[src/rtl/uart_tx_ctrl.sv]
// UART frame controller: start, LSB-first data, optional parity, stop bit(s) on TX_OUT.
// Latency: accept in cycle N puts the start bit on TX_OUT in N+1, one bit per CLK.
// Backpressure: Data_valid is only taken in IDLE; requests while busy are dropped, not queued.
module uart_tx_ctrl #(
  parameter int DATA_WIDTH = 8,
  parameter int STOP_BITS  = 1
) (
  input  logic                  CLK,
  input  logic                  RST,
  input  logic [DATA_WIDTH-1:0] P_DATA,
  input  logic                  Data_valid,
  input  logic                  PAR_EN,
  input  logic                  PAR_TYP,
  input  logic                  par_bit,
  output logic                  par_valid,
  output logic                  TX_OUT,
  output logic                  busy
);

  localparam int CW = $clog2(DATA_WIDTH) + 1;

  typedef enum logic [2:0] {
    IDLE,
    START,
    DATA,
    PARITY,
    STOP
  } state_t;

  state_t                state;
  logic [DATA_WIDTH-1:0] shreg;
  logic [CW-1:0]         bit_cnt;
  logic [1:0]            stop_cnt;
  logic                  par_en_q;
  logic                  par_typ_q;
  logic                  accept;

  // Accept qualifier; the parity calculator sees the same strobe so it latches the same byte.
  always_comb begin
    accept    = Data_valid && (state == IDLE) && !RST;
    par_valid = accept;
  end

  // Frame sequencer; TX_OUT is registered, so each branch loads the bit for the next cycle.
  always_ff @(posedge CLK) begin
    if (RST) begin
      state     <= IDLE;
      TX_OUT    <= 1'b1;
      busy      <= 1'b0;
      bit_cnt   <= '0;
      stop_cnt  <= '0;
      shreg     <= '0;
      par_en_q  <= 1'b0;
      par_typ_q <= 1'b0;
    end else begin
      case (state)
        IDLE: begin
          TX_OUT <= 1'b1;
          if (accept) begin
            shreg     <= P_DATA;
            par_en_q  <= PAR_EN;
            par_typ_q <= PAR_TYP;
            TX_OUT    <= 1'b0;
            busy      <= 1'b1;
            state     <= START;
          end
        end
        START: begin
          TX_OUT  <= shreg[0];
          shreg   <= shreg >> 1;
          bit_cnt <= '0;
          state   <= DATA;
        end
        DATA: begin
          if (bit_cnt == CW'(DATA_WIDTH - 1)) begin
            stop_cnt <= '0;
            if (par_en_q) begin
              TX_OUT <= par_bit;
              state  <= PARITY;
            end else begin
              TX_OUT <= 1'b1;
              state  <= STOP;
            end
          end else begin
            TX_OUT  <= shreg[0];
            shreg   <= shreg >> 1;
            bit_cnt <= bit_cnt + 1'b1;
          end
        end
        PARITY: begin
          TX_OUT   <= 1'b1;
          stop_cnt <= '0;
          state    <= STOP;
        end
        STOP: begin
          TX_OUT <= 1'b1;
          if (stop_cnt == 2'(STOP_BITS - 1)) begin
            busy  <= 1'b0;
            state <= IDLE;
          end else begin
            stop_cnt <= stop_cnt + 1'b1;
          end
        end
        default: begin
          TX_OUT <= 1'b1;
          busy   <= 1'b0;
          state  <= IDLE;
        end
      endcase
    end
  end

endmodule

[config.mk]
export PLATFORM = sky130hd
export DESIGN_NAME = uart_tx_ctrl
export DESIGN_NICKNAME = d
export VERILOG_FILES = /design/src/rtl/uart_tx_ctrl.sv
export SDC_FILE = /design/constraint.sdc
export NUM_CORES = 1
export LEC_CHECK = 0
export ABC_AREA = 1
export BUFFER_PORTS_ARGS = -buffer_cell sky130_fd_sc_hd__buf_4
export CAP_MARGIN = 15
export CORE_ASPECT_RATIO = 1.1
export CORE_MARGIN = 2
export CORE_UTILIZATION = 57
export CTS_BUF_LIST = sky130_fd_sc_hd__clkbuf_8
export DETAILED_ROUTE_END_ITERATION = 10
export GPL_TIMING_DRIVEN = 0
export PLACE_DENSITY = 0.8
export SYNTH_ARGS = -nofsm -noshare
export SYNTH_HDL_FRONTEND = slang
export SYNTH_SLANG_ARGS = --single-unit
[constraint.sdc]
create_clock -name CLK -period 2.1 [get_ports CLK]
set_clock_uncertainty 0.2 [all_clocks]
set_input_delay 0.315 -clock CLK [delete_from_list [all_inputs] [get_ports CLK]]
set_output_delay 0.315 -clock CLK [all_outputs]
set_load 0.05 [all_outputs]
==> impl_metrics.csv <==
group,metric,value,unit
critical_path,crit_required,1.58,ns
sta,worst_pin_slew,0.411,ns
clock_tree,cts.sinks,20,
clock_tree,cts_tree,"yes",
power_and_ir_drop,p_per_area,1410,nW/um2
route,drt-total-wl,2.16,mm
sta,period_needed,1.94,ns
critical_path,end_kind,"primary output",
clock_tree,cts_buffers,3,
critical_path,reg2regPathDepth,9,
cells_and_area,synthToLayoutAreaGrowth,16.6,%
cells_and_area,final_cells,211,
critical_path,crit_fanout,8,
route,wl_per_cell,10.2,um
clock_tree,post_cts_buffers,0,
worst_hold_path,min_to,"state[0]",
clock_tree,clockBufferDepth,2,
critical_path,r2r-end,"shreg[4]",
logic_synthesis,postSynthAreaPerCell,6.23,um2
worst_hold_path,hold_class,"input pin to register",
cells_and_area,nNetsFinal,211,
place,placed_area,1220,um2
die,start_util,61.2,%
logic_synthesis,ys_ff_latch,20,
place,dp.cells,208,
power_and_ir_drop,p_int,0.980,mW
logic_synthesis,synth_area,1090,um2
critical_path,max_stage_delay,0.30,ns
place,place.gp.congestion,0.925,
logic_synthesis,syn_inst,175,
clock_tree,cts_root_buf,"clkbuf_8",
power_and_ir_drop,p_clk_share,13.8,%
critical_path,crit_slowest_cell,"dfxtp_1",
cells_and_area,fin_area,1270,um2
cells_and_area,final_core_util,71.3,%
logic_synthesis,syn_nets,191,
global_route,antenna_found_initial,0,
critical_path,critical_path_class,"register to primary output",
sta,slew_violations,0,
die,ios,17,
route,drtAntennaViolNets,0,
critical_path,reg2reg_from,"bit_cnt[0]",
power_and_ir_drop,switching_power,0.817,mW
clock_tree,clock_latency,0.26,ns
global_route,grt_pass1_vias,924,
clock_tree,h-tree-depth,1,
worst_hold_path,hp-start,"RST",
route,vias_per_cell,5.00,
sta,setup_viol,0,
power_and_ir_drop,swShare,45.5,%
cells_and_area,drive_gt1_share,17.1,%
power_and_ir_drop,leakage,0.676,nW
place,place_hpwl,1.60,mm
critical_path,start_kind,"register",
run_status,outcome,"finished, final reports clean",
logic_synthesis,synth_seq_area_share,36.7,%
die,core_area,1780,um2
cells_and_area,num_antenna_cells,0,
logic_synthesis,ys_warn_count,0,
global_route,grt_max_degree,11,
sta,min_period_over_period,92.5,%
clock_tree,cts_hold_buffers,0,
sta,hold_violations,0,
place,port_buffers,15,
route,drt_iter0_drc,19,
critical_path,reg2reg_slack,0.41,ns
route,drtPass1Iterations,4,
critical_path,cp.arrival,1.43,ns
global_route,grt_overflow,0,
worst_hold_path,hold_path_depth,2,
critical_path,path_cells,"buf_4, nor2_4, inv_1, nor2_1, nand3_1, inv_1, buf_4",
clock_tree,cts_resized,0,
die,num_rows,16,
job,cap_violations,0,
power_and_ir_drop,combPwrFrac,53.0,%
route,drc,0,
critical_path,path_buf_inv,4,
sta,slew_headroom,72.6,%
logic_synthesis,synthDistinctLibCells,21,
critical_path,crit_family,"buffers and inverters",
sta,rsz0062_at_grt,"false",
die,die_area,2280,um2
clock_tree,path_clk_slew,0.07,ns
global_route,grt_pass1_wl,3.64,mm
sta,max_freq,0.515,GHz
die,die_w,45.7,um
global_route,track_usage,21.2,%
power_and_ir_drop,vdd_ir_drop_max,0.799,mV
die,die_h,49.9,um
sta,fin_setup_tns,0,ns
power_and_ir_drop,pwr-share-seq,33.2,%
route,vias,1056,
-- layer usage --
layer	vias up	GRT usage, %	routed length [um]
met1	451	27.2	971
met3	5	3.66	94
li1	574	-	-
met4	0	11.0	41
met5	-	0	0
met2	26	33.1	1050
-- final cells by class --
type                    instances  area (um2)
flip-flops and latches         20         400
multi-input cells             129         584
fillers                       158         510
plain buffers                   4        27.5
clock buffers                   3        41.3
well taps                      18        22.5
inverters                      22        82.6
repair buffers                 15         113
-- cell usage in the layout, fill, tap and decap left out, types with 2 or more instances in the layout --
cell type	netlist	final
nand3_1	11	11
nand2_1	50	50
nor2_1	39	39
nand3_2	2	2
inv_1	19	19
inv_2	3	3
a21oi_1	5	5
clkbuf_8	0	3
dfxtp_1	20	20
nand2_2	5	5
o21ai_0	8	8
ha_1	2	2
buf_4	1	16
-- synthesized netlist by cell type --
master     n  area [um2]
buf_6      1        11.3
nand2_2    5        31.3
o31ai_1    1        7.51
nor2_2     2        12.5
nand3_2    2        20.0
buf_4      1        7.51
a22oi_1    1        7.51
nand2_1   50         188
nor2_1    39         146
inv_1     19        71.3
a21oi_1    5        25.0
clkbuf_1   1        3.75
nand4_1    1        6.26
nand3_1   11        55.1
o21ai_0    8        40.0
ha_1       2        25.0
buf_2      1        5.00
o21a_1     1        7.51
dfxtp_1   20         400
nand3b_1   1        7.51
inv_2      3        11.3
-- logic make-up after synthesis --
kind of cell | after synthesis | synth area share [%]
flops | 20 | 36.7
fa+ha+maj | 2 | 2.30
compound gates | 16 | 8.04
simple gates | 111 | 42.8
buf+inv | 26 | 10.1
-- state kept, by name, indices dropped and copies added (netlist names) --
register,count
par_en_q,1
busy,1
TX_OUT,1
shreg,8
state,3
stop_cnt,2
bit_cnt,4
-- worst max-delay path by stage --
stage          cells after the start  startpoint   endpoint
2_1_floorplan                      6    state[2]  par_valid
3_3_place_gp                       7    state[2]  par_valid
3_5_place_dp                       7    state[2]  par_valid
4_1_cts                            7    state[2]  par_valid
5_1_grt                            7    state[2]  par_valid
6_report                           7    state[2]  par_valid
-- power by group through the flow --
stage	Clock, mW	Combinational [mW]	Sequential [mW]
finish	0.248	0.952	0.596
CTS	0.253	0.947	0.592
global route	0.270	1.09	0.609
detailed placement	0	0.942	0.598
floorplan	0	0.696	0.641
global placement	0	0.916	0.595
-- per-stage QoR --
step / hold slack, ns / total power, mW / setup WS (ns)
3_3_place_gp: 0.246 / 1.51 / 0.415
4_1_cts: 0.0345 / 1.79 / 0.0998
6_report: 0.0318 / 1.80 / 0.157
5_1_grt: 0.0367 / 1.97 / 0.0381
3_5_place_dp: 0.255 / 1.54 / 0.393
2_1_floorplan: 0.187 / 1.34 / 0.415
(Power assumes the default switching activity.)
